<file path="config.mk">
export PLATFORM = sky130hd
export DESIGN_NAME = ones_count_det
export DESIGN_NICKNAME = d
export VERILOG_FILES = /design/src/rtl/ones_count_det_pkg.sv /design/src/rtl/sat_cnt.sv /design/src/rtl/ones_count_det.sv
export SDC_FILE = /design/constraint.sdc
export NUM_CORES = 1
export LEC_CHECK = 0
export CELL_PAD_IN_SITES_DETAIL_PLACEMENT = 1
export CELL_PAD_IN_SITES_GLOBAL_PLACEMENT = 1
export CORE_ASPECT_RATIO = 0.75
export CORE_MARGIN = 1.5
export CORE_UTILIZATION = 30
export DETAILED_ROUTE_END_ITERATION = 6
export PLACE_DENSITY_LB_ADDON = 0.08
export SLEW_MARGIN = 20
export SYNTH_ARGS = -nofsm -noshare
export SYNTH_HDL_FRONTEND = slang
export SYNTH_HIERARCHICAL = 1
export SYNTH_SLANG_ARGS = --single-unit
</file>
<file path="constraint.sdc">
create_clock -name clk -period 3.1 [get_ports clk]
set_input_delay 0.62 -clock clk [delete_from_list [all_inputs] [get_ports clk]]
set_output_delay 0.62 -clock clk [all_outputs]
set_load 0.02 [all_outputs]
</file>
<file path="src/rtl/ones_count_det_pkg.sv">
// Shared definitions for the ones-count detector: FSM states and mode codes.
package ones_count_det_pkg;

  typedef enum logic [1:0] {
    IDLE  = 2'd0,
    COUNT = 2'd1,
    DONE  = 2'd2
  } state_t;

  localparam logic MODE_CUM    = 1'b0;
  localparam logic MODE_CONSEC = 1'b1;

endpackage

</file>
<file path="src/rtl/sat_cnt.sv">
// Saturating up-counter with asynchronous active-low reset and synchronous clear.
module sat_cnt #(
  parameter int unsigned W = 8
) (
  input  logic         clk,
  input  logic         rst,
  input  logic         inc,
  input  logic         clr,
  output logic [W-1:0] q
);

  // Count up on inc, hold at all-ones once reached.
  always_ff @(posedge clk or negedge rst) begin
    if (!rst)                  q <= '0;
    else if (clr)              q <= '0;
    else if (inc && (q != '1)) q <= q + 1'b1;
  end

endmodule

</file>
<file path="src/rtl/ones_count_det.sv">
// Serial ones-count detector: counts sampled ones, pulses flag for one cycle
// when the count reaches target, and tallies detections in a saturating counter.
module ones_count_det
  import ones_count_det_pkg::*;
#(
  parameter int unsigned CNT_W = 4,
  parameter int unsigned HIT_W = 8
) (
  input  logic             clk,
  input  logic             rst,
  input  logic             en,
  input  logic             clr,
  input  logic             mode,
  input  logic [CNT_W-1:0] target,
  input  logic             data,
  output logic             flag,
  output logic [CNT_W-1:0] count,
  output logic [HIT_W-1:0] hits,
  output logic             busy
);

  state_t           state, state_nx;
  logic [CNT_W-1:0] count_nx;
  logic [CNT_W:0]   inc_wide;
  logic             one;
  logic             enter_done;

  assign one      = en & data;
  // One extra bit so the >= compare against target never wraps.
  assign inc_wide = {1'b0, count} + 1'b1;

  // Next-state and next-count decode; clr overrides everything.
  always_comb begin
    state_nx = state;
    count_nx = count;
    if (clr) begin
      state_nx = IDLE;
      count_nx = '0;
    end else begin
      case (state)
        IDLE, COUNT: begin
          if (one) begin
            if ((target != '0) && (inc_wide >= {1'b0, target})) begin
              state_nx = DONE;
              count_nx = target;
            end else begin
              state_nx = COUNT;
              count_nx = inc_wide[CNT_W] ? '1 : inc_wide[CNT_W-1:0];
            end
          end else if (en && (mode == MODE_CONSEC)) begin
            state_nx = IDLE;
            count_nx = '0;
          end
        end
        DONE: begin
          // The exit edge treats its own input as the first bit of a new run.
          if (one && (target == CNT_W'(1))) begin
            state_nx = DONE;
            count_nx = CNT_W'(1);
          end else if (one && (target > CNT_W'(1))) begin
            state_nx = COUNT;
            count_nx = CNT_W'(1);
          end else begin
            state_nx = IDLE;
            count_nx = '0;
          end
        end
        default: begin
          state_nx = IDLE;
          count_nx = '0;
        end
      endcase
    end
  end

  assign enter_done = (state_nx == DONE);

  // State, count and a dedicated flag flop so flag never decodes combinationally.
  always_ff @(posedge clk or negedge rst) begin
    if (!rst) begin
      state <= IDLE;
      count <= '0;
      flag  <= 1'b0;
    end else begin
      state <= state_nx;
      count <= count_nx;
      flag  <= enter_done;
    end
  end

  assign busy = (state == COUNT);

  sat_cnt #(.W(HIT_W)) u_hits (
    .clk (clk),
    .rst (rst),
    .inc (enter_done),
    .clr (1'b0),
    .q   (hits)
  );

endmodule
</file>
After elaboration in Yosys (flattened, before gate mapping)
Cells that the tools add are included.
Operators by class
  $add $sub $neg: 2
  muxes and demuxes: 15
  order comparisons: 2
  bitwise gates (word level): 1
  reduce and logical (&&, ||, !) cells: 8
  eq/ne operators: 6
Operator list (number)
  $mux 4: 5
  $mux 2: 5
  $add 8x1->8 const B: 1
  $ne 8x8->1 const B: 1
  $pmux 4 s2: 1
  $add 4x1->5 const B: 1
  $ge 5x4->1: 1
  $logic_and 1x1->1: 5
  $eq 2x2->1 const B: 2
  $eq 4x1->1 const B: 1
  $gt 4x1->1 const B: 1
  $ne 4x4->1 const B: 1
  $pmux 2 s2: 1
  $reduce_bool 4->1: 1
  $mux 1: 3
  $eq 2x1->1 const B: 1
  $logic_not 2->1: 1
  $reduce_or 2->1: 1
  $and 1x1->1: 1
Storage, ports and cells
  input port bits: 10
  flip-flop bits (word level): 15
  output and inout port bits: 14
  logic and storage cells: 38

Longest topological paths before layout
Gate-level depths: netlist of run 1.
  depth in word-level cells: 9
  gate-level depth with buffers: 11
  gate-level depth less buffers: 10

Cells and area by module
Netlist of run 1, hierarchy kept.
By module, submodules not included
  ones_count_det: seq. area each 175.2 um^2, times used 1, cells each 65, area an instance 575.6 um^2
  sat_cnt: seq. area each 200.2 um^2, times used 1, cells each 49, area an instance 464.2 um^2

Worst setup path after synthesis of run 1
Ideal clock, no wire load.
  kind: flip-flop to flip-flop
  start point: register count[0]
  end point: register u_hits.q[7]
  stages on the path, launching flop included: 12
  setup time: 94 ps
  slack: 406 ps
  data arrival time: 2600 ps
  required time: 3006 ps
  clock period less this slack: 2694 ps
  path buffers: 1
  path through: dfrtp_1 -> ha_1 -> xor2_1 -> ha_1 -> o211ai_1 -> a21oi_2 -> o21ai_4 -> o21ai_0 -> buf_2 -> nand3_1 -> or3_1 -> a211oi_1
On the way
  cells in the longest elaborated chain, start to end: 9
Ends and longest elaborated chain
  start, declared: RTL line ones_count_det.sv:17  | output logic [CNT_W-1:0] count,
  start signal, assigned: RTL line ones_count_det.sv:86  | count <= count_nx;
  $add 4x1->5: RTL line ones_count_det.sv:30  | assign inc_wide = {1'b0, count} + 1'b1;
  $ge 5x4->1: RTL line ones_count_det.sv:43  | if ((target != '0) && (inc_wide >= {1'b0, target})) begin
  $logic_and 1x1->1: RTL line ones_count_det.sv:43
  $mux 2: RTL line ones_count_det.sv:43
  $mux 2: RTL line ones_count_det.sv:42  | if (one) begin
  $pmux 2 s2: RTL line ones_count_det.sv:40  | case (state)
  $mux 2: RTL line ones_count_det.sv:36  | if (clr) begin
  $eq 2x2->1: RTL line ones_count_det.sv:76  | assign enter_done = (state_nx == DONE);
  named net enter_done: RTL line ones_count_det.sv:26  | logic enter_done;
  $logic_and 1x1->1: RTL line sat_cnt.sv:16  | else if (inc && (q != '1)) q <= q + 1'b1;
  end signal, assigned: RTL line sat_cnt.sv:16
  end, declared: RTL line sat_cnt.sv:9  | output logic [W-1:0] q
The timed path passes the listed nets, and every way through them passes these cells.
A chain may end at the register's enable or synchronous reset.

Worst setup path in the final report of run 1
  start point: input port target[2]
  end point: register u_hits.q[5]
On the way
  cells in the longest elaborated chain, start to end: 8
  elaborated cells on any way between the ends: 15
  those cells by class: order compare (2); eq/ne (2); mux (6); reduce/logical (5)
Ends and longest elaborated chain
  start, declared: RTL line ones_count_det.sv:14  | input logic [CNT_W-1:0] target,
  $ge 5x4->1, or another cell as far along: RTL line ones_count_det.sv:43
  $logic_and 1x1->1, on equally long branches: RTL line ones_count_det.sv:43, ones_count_det.sv:60
  $mux 2 / $mux 1 (equally long branches): RTL line ones_count_det.sv:43, ones_count_det.sv:60
  $mux 2, on equally long branches: RTL line ones_count_det.sv:42, ones_count_det.sv:57
  $pmux 2 s2 *: RTL line ones_count_det.sv:40
  $mux 2 *: RTL line ones_count_det.sv:36
  $eq 2x2->1 *: RTL line ones_count_det.sv:76
  named net enter_done: RTL line ones_count_det.sv:26
  $logic_and 1x1->1 *: RTL line sat_cnt.sv:16
Mark *: on every way through the listed nets, which the timed path passes. The rest lies on a longest branch.

==> flow_summary.ini, run 1 <==
[status]
status = completed

[synth]
ys_warn_count = 6
synth.avg_cell_area_um2 = 9.12
async_flop_share_pct = 100
synth_edf_count = 0
synth.top_cell.area_share_pct = 36.1
synthTopCellsByCount = dfrtp_1, nor3_1
yosysTopAreaCell = dfrtp_1
syn_area_um2 = 1040
synth.most_common_cell = dfrtp_1
synth_area_leaders = dfrtp_1, ha_1, nand2b_1
synth-seq-cells = 15
netlist-cell-type-count = 44
synthFlopType = dfrtp_1
syn_inst = 114
yosysSeqAreaShare_pct = 36.1

[finish]
drive_above_1_share_pct = 12.0
layout.cells.non_filler = 182
nNetsFinal = 159
antennaDiodeCount = 0
fillCellCount = 377
areaGrowthSynthToFinish_pct = 32.5

[clocking]
cts_resized = 0
cts_setup_buffers = 0
clock_latency_ns = 0.25
path_clk_slew_ns = 0.06
clockRootBuffer = clkbuf_8
cts_buffers = 3
cts_buffer_depth = 2
cts_tree = done
ctsHoldBuffers = 0
clock_sinks = 15
h-tree-depth = 1

[routing]
via_per_inst = 5.28
drc = 0
wl_per_cell_um = 15.2
drtIter0Drc = 41
routed_wl_um = 2760
dr.pass1.iters = 4
ant_nets = 0
vias = 961

[critical_path]
r2r_cells = 11
worstPathArrival_ns = 2.91
worst_setup_path_start_kind = primary input
crit_fanout = 10
crit_family = compound AO/OA/AOI/OAI gates
worstReg2RegStart = count[0]
critPathRequiredTime_ns = 3.21
path_cells = clkdlybuf4s50_1 -> inv_1 -> ha_1 -> o211ai_1 -> a21oi_2 -> o21ai_4 -> o21ai_0 -> buf_4 -> nand3_1 -> a2111oi_0 -> nor3b_1
cp_slowest_cell = clkdlybuf4s50_1
crit_cells = 11
critPathKind = primary input to flip-flop
r2r_end = u_hits/q[5]
endpoint_kind = flip-flop
slowest_delay_ns = 0.50
startpoint = target[2]
r2r_slack_ns = 0.38
cp-endpoint = u_hits/q[5]
path_buf_inv = 3

[die]
die_w_um = 71.0
num_rows = 18
dieArea_um2 = 3830
core_region_area_um2 = 3310
ios = 24
die_y_um = 54.0
initial_core_util_pct = 31.4

[sta]
fmax_mhz = 358
worstMarginPinSlew_ns = 0.703
setup_tns_ns = 0
skew_ns = 0.00310
finalWorstSetupSlack_ns = 0.304
slew_headroom_pct = 53.0
finalCritPeriodShare_pct = 90.2
setup_viol = 0
grt_setup_unrepaired = no
fin_crit_ns = 2.80
hold_violations = 0
final-max-slew-violation-count = 0

[global_routing]
grt_overflow = 0
grt.total_usage_pct = 16.9
grt_pass1_vias = 983
antenna_found_initial = 0
grt_pass1_wl_um = 4860
grt_max_degree = 16

[power_and_ir_drop]
p_per_area_nw_per_um2 = 322
leakage_nw = 0.587
peakVddDrop_mv = 0.137
finalPower_mw = 0.444

[place]
globalplace.congestion = 0.783
dp_hpwl_um = 2190
post-place-ws_ns = 0.0392
numPlacedInstances = 178
portBuffers = 23

[job]
drv_cap = 0

[min_path]
hold_path.class = flip-flop to flip-flop
==> tightest hold or removal path, cell delays in order, from the launching register on <==
cell and delay (ns):
dfrtp_1 0.38, nand2_1 0.07, o31ai_1 0.07
==> routing by layer <==
layer	share of wire [%]	track usage [%]	wire length, um
met1	53	23.8	1470
met2	41	25.4	1140
met3	4.9	5.24	135
met4	0.29	3.77	8
met5	0	0	0
==> per-stage QoR <==
step	instance area (um^2)	hold slack [ns]	utilization, %
after global routing	1380	0.593	41.6
after global placement	1330	0.545	40.2
after CTS	1380	0.560	41.6
after detailed placement	1330	0.535	40.2
after floorplan	1040	0.324	-
final	1380	0.558	41.6
==> sequential cells by signal, summed over array words and instances (netlist names) <==
signal and cells:
state 2, count 4, u_hits/q 8, flag 1
==> logic make-up after synthesis <==
group,after synthesis,synth area share [%]
multiplexers,5,5.17
flip-flops,15,36.1
buffers and inverters,9,3.49
AND/OR/NAND/NOR,48,27.1
AO/OA/AOI/OAI,28,18.9
other,1,0.361
adder cells (fa/ha/maj),6,7.22
XOR/XNOR,2,1.69
==> how the worst min path moves through the flow <==
stage / startpoint / to / cells after the start
global route: count[1] / count[1] / 2
floorplan: rst / count[0] / 0
global placement: count[1] / count[1] / 2
detailed placement: count[1] / count[1] / 2
finish: count[1] / count[1] / 2
CTS: count[1] / count[1] / 2
==> where the power goes <==
part | switching, mW | internal [mW] | leakage [nW]
clock network | 0.0658 | 0.0910 | 0.0228
logic | 0.0424 | 0.0398 | 0.356
registers | 0.00480 | 0.200 | 0.208
total | 0.113 | 0.330 | 0.587
==> area by class of cell <==
class                   count  area [um^2]  share of cell area (%)
flip-flops and latches     15          375                    27.2
multi-input cells          91          632                    45.9
inverters                   6         22.5                    1.63
repair buffers             26          253                    18.3
well taps                  40         50.0                    3.63
clock buffers               4         45.0                    3.27
==> cells in the final DEF (no fill, tap or decap), types with 2 or more instances in the layout <==
| cell | n |
|---|---|
| mux2_2 | 3 |
| or3_1 | 2 |
| conb_1 | 2 |
| inv_1 | 6 |
| nand3_2 | 2 |
| a21oi_1 | 6 |
| nand2b_1 | 6 |
| o31ai_1 | 2 |
| or2b_1 | 2 |
| buf_4 | 3 |
| nor3_1 | 7 |
| o21ai_0 | 6 |
| clkdlybuf4s50_1 | 23 |
| ha_1 | 6 |
| dfrtp_1 | 15 |
| nor2b_1 | 4 |
| nand2_1 | 6 |
| clkbuf_8 | 3 |
| a211oi_1 | 2 |
| nor2_1 | 5 |
| nand3_1 | 5 |
| mux2i_1 | 2 |
Power figures use the tool's default switching activity.
==> run 2: changes to the inputs <==
Settings changed: ABC_CLOCK_PERIOD_IN_PS set to 3100, SETUP_SLACK_MARGIN set to 0.02.
==> flow_summary.ini, run 2 (same netlist as run 1, synthesis figures left out) <==
[finish]
largest-register = u_hits/q
fillCellCount = 377
nNetsFinal = 159
areaGrowthSynthToFinish_pct = 32.6
layout_common_cells = clkdlybuf4s50_1, dfrtp_1, nor3_1
final_common_cell = clkdlybuf4s50_1
multi_input_area_um2 = 633
antennaDiodeCount = 0
final-seq-area_um2 = 375
largestRegisters = u_hits/q x8, count x4, state x2
fin_util_pct = 41.6
drive_above_1_share_pct = 12.0
largest_reg_flops = 8
final_area_um2 = 1380

[routing]
dr.pass1.iters = 4
vias = 942
via_per_inst = 5.18
ant_nets = 0
drtIter0Drc = 51
wl_per_cell_um = 15.2
drc = 0
routed_wl_um = 2780

[die]
initial_core_util_pct = 31.4
die_y_um = 54.0
die_w_um = 71.0
ios = 24
core_region_area_um2 = 3310
dieArea_um2 = 3830
num_rows = 18

[critical_path]
endpoint_kind = flip-flop
r2r_slack_ns = 0.37
r2r_cells = 11
worst_setup_path_start_kind = primary input
crit_fanout = 10
worstReg2RegStart = count[0]
critPathRequiredTime_ns = 3.26
startpoint = target[2]
worstPathArrival_ns = 2.95
r2r_end = u_hits/q[7]
critPathKind = primary input to flip-flop

[clocking]
clock_latency_ns = 0.25
clockRootBuffer = clkbuf_8
cts_setup_buffers = 0
cts_resized = 0
cts_buffers = 3
h-tree-depth = 1
ctsHoldBuffers = 0
path_clk_slew_ns = 0.06
cts_buffer_depth = 2
clock_sinks = 15
cts_tree = done

[place]
dp_hpwl_um = 2190
portBuffers = 23
globalplace.congestion = 0.783
postPlaceCellArea_um2 = 1330
post-place-ws_ns = 0.0392

[sta]
setup_viol = 0
slew_headroom_pct = 53.1
hold_violations = 0
fin_crit_ns = 2.80
setup_tns_ns = 0
worstMarginPinSlew_ns = 0.701
final-max-slew-violation-count = 0
finalWorstSetupSlack_ns = 0.304
skew_ns = 0.00324
fmax_mhz = 358
grt_setup_unrepaired = no
finalCritPeriodShare_pct = 90.2

[job]
drv_cap = 0

[min_path]
whs_path_depth = 2
hold_path.class = flip-flop to flip-flop
min_to = count[1]
hold_path_startpoint = count[1]

[status]
status = completed

[global_routing]
grtUsageMet1_pct = 23.8
grt_overflow = 0
grt_pass1_wl_um = 4860
met2_usage_pct = 25.4
grt_pass1_vias = 983
antenna_found_initial = 0
grt_busiest_layer = met2
grt_use_met3_pct = 5.24
grt_max_degree = 16
grt.total_usage_pct = 16.9

[power_and_ir_drop]
leakage_nw = 0.587
p_per_area_nw_per_um2 = 323
peakVddDrop_mv = 0.138
[run 2: changes by cell type in the layout (fill, tap and decap cells not counted)]
| cell | before | now |
|---|---|---|
| a2111oi_0 | 1 | 0 |
| a2111oi_1 | 0 | 1 |
[run 2: power breakdown]
| group | switching [mW] | leakage, nW | internal (mW) | total (mW) |
|---|---|---|---|---|
| Sequential | 0.00482 | 0.208 | 0.200 | 0.205 |
| Clock | 0.0678 | 0.0228 | 0.0911 | 0.159 |
| Combinational | 0.0424 | 0.356 | 0.0398 | 0.0822 |
[run 2: cell type report]
type / count / area share (%)
Tap cell: 40 / 3.63
Multi-Input combinational cell: 91 / 45.9
Timing Repair Buffer: 26 / 18.3
Sequential cell: 15 / 27.2
Clock buffer: 4 / 3.27
Inverter: 6 / 1.63
[run 2: worst max-delay path by stage]
stage / end / slack [ns] / cells after the start
2_1_floorplan: u_hits/q[7] / 0.41 / 11
3_3_place_gp: u_hits/q[7] / 0.12 / 11
3_5_place_dp: u_hits/q[7] / 0.04 / 11
4_1_cts: u_hits/q[7] / 0.30 / 11
5_1_grt: u_hits/q[5] / 0.06 / 11
6_report: u_hits/q[7] / 0.30 / 11
[run 2: per-layer routing]
metal	up-vias	wire length, um
li1	472	-
met1	450	1480
met2	16	1160
met3	4	115
met4	0	19
met5	-	0
[run 2: critical path, stage by stage]
cell and delay, ns:
clkdlybuf4s50_1 0.50, inv_1 0.07, ha_1 0.29, o211ai_1 0.11
a21oi_2 0.19, o21ai_4 0.08, o21ai_0 0.17, buf_4 0.19
nand3_1 0.16, or3_1 0.34, a211oi_1 0.24
[run 2: stage by stage]
| stage | total power, mW | hold WS, ns | cells |
|---|---|---|---|
| detailed placement | 0.290 | 0.535 | 178 |
| global placement | 0.289 | 0.545 | 178 |
| CTS | 0.452 | 0.560 | 182 |
| floorplan | 0.251 | 0.324 | 115 |
| global route | 0.471 | 0.593 | 182 |
| finish | 0.446 | 0.558 | 182 |
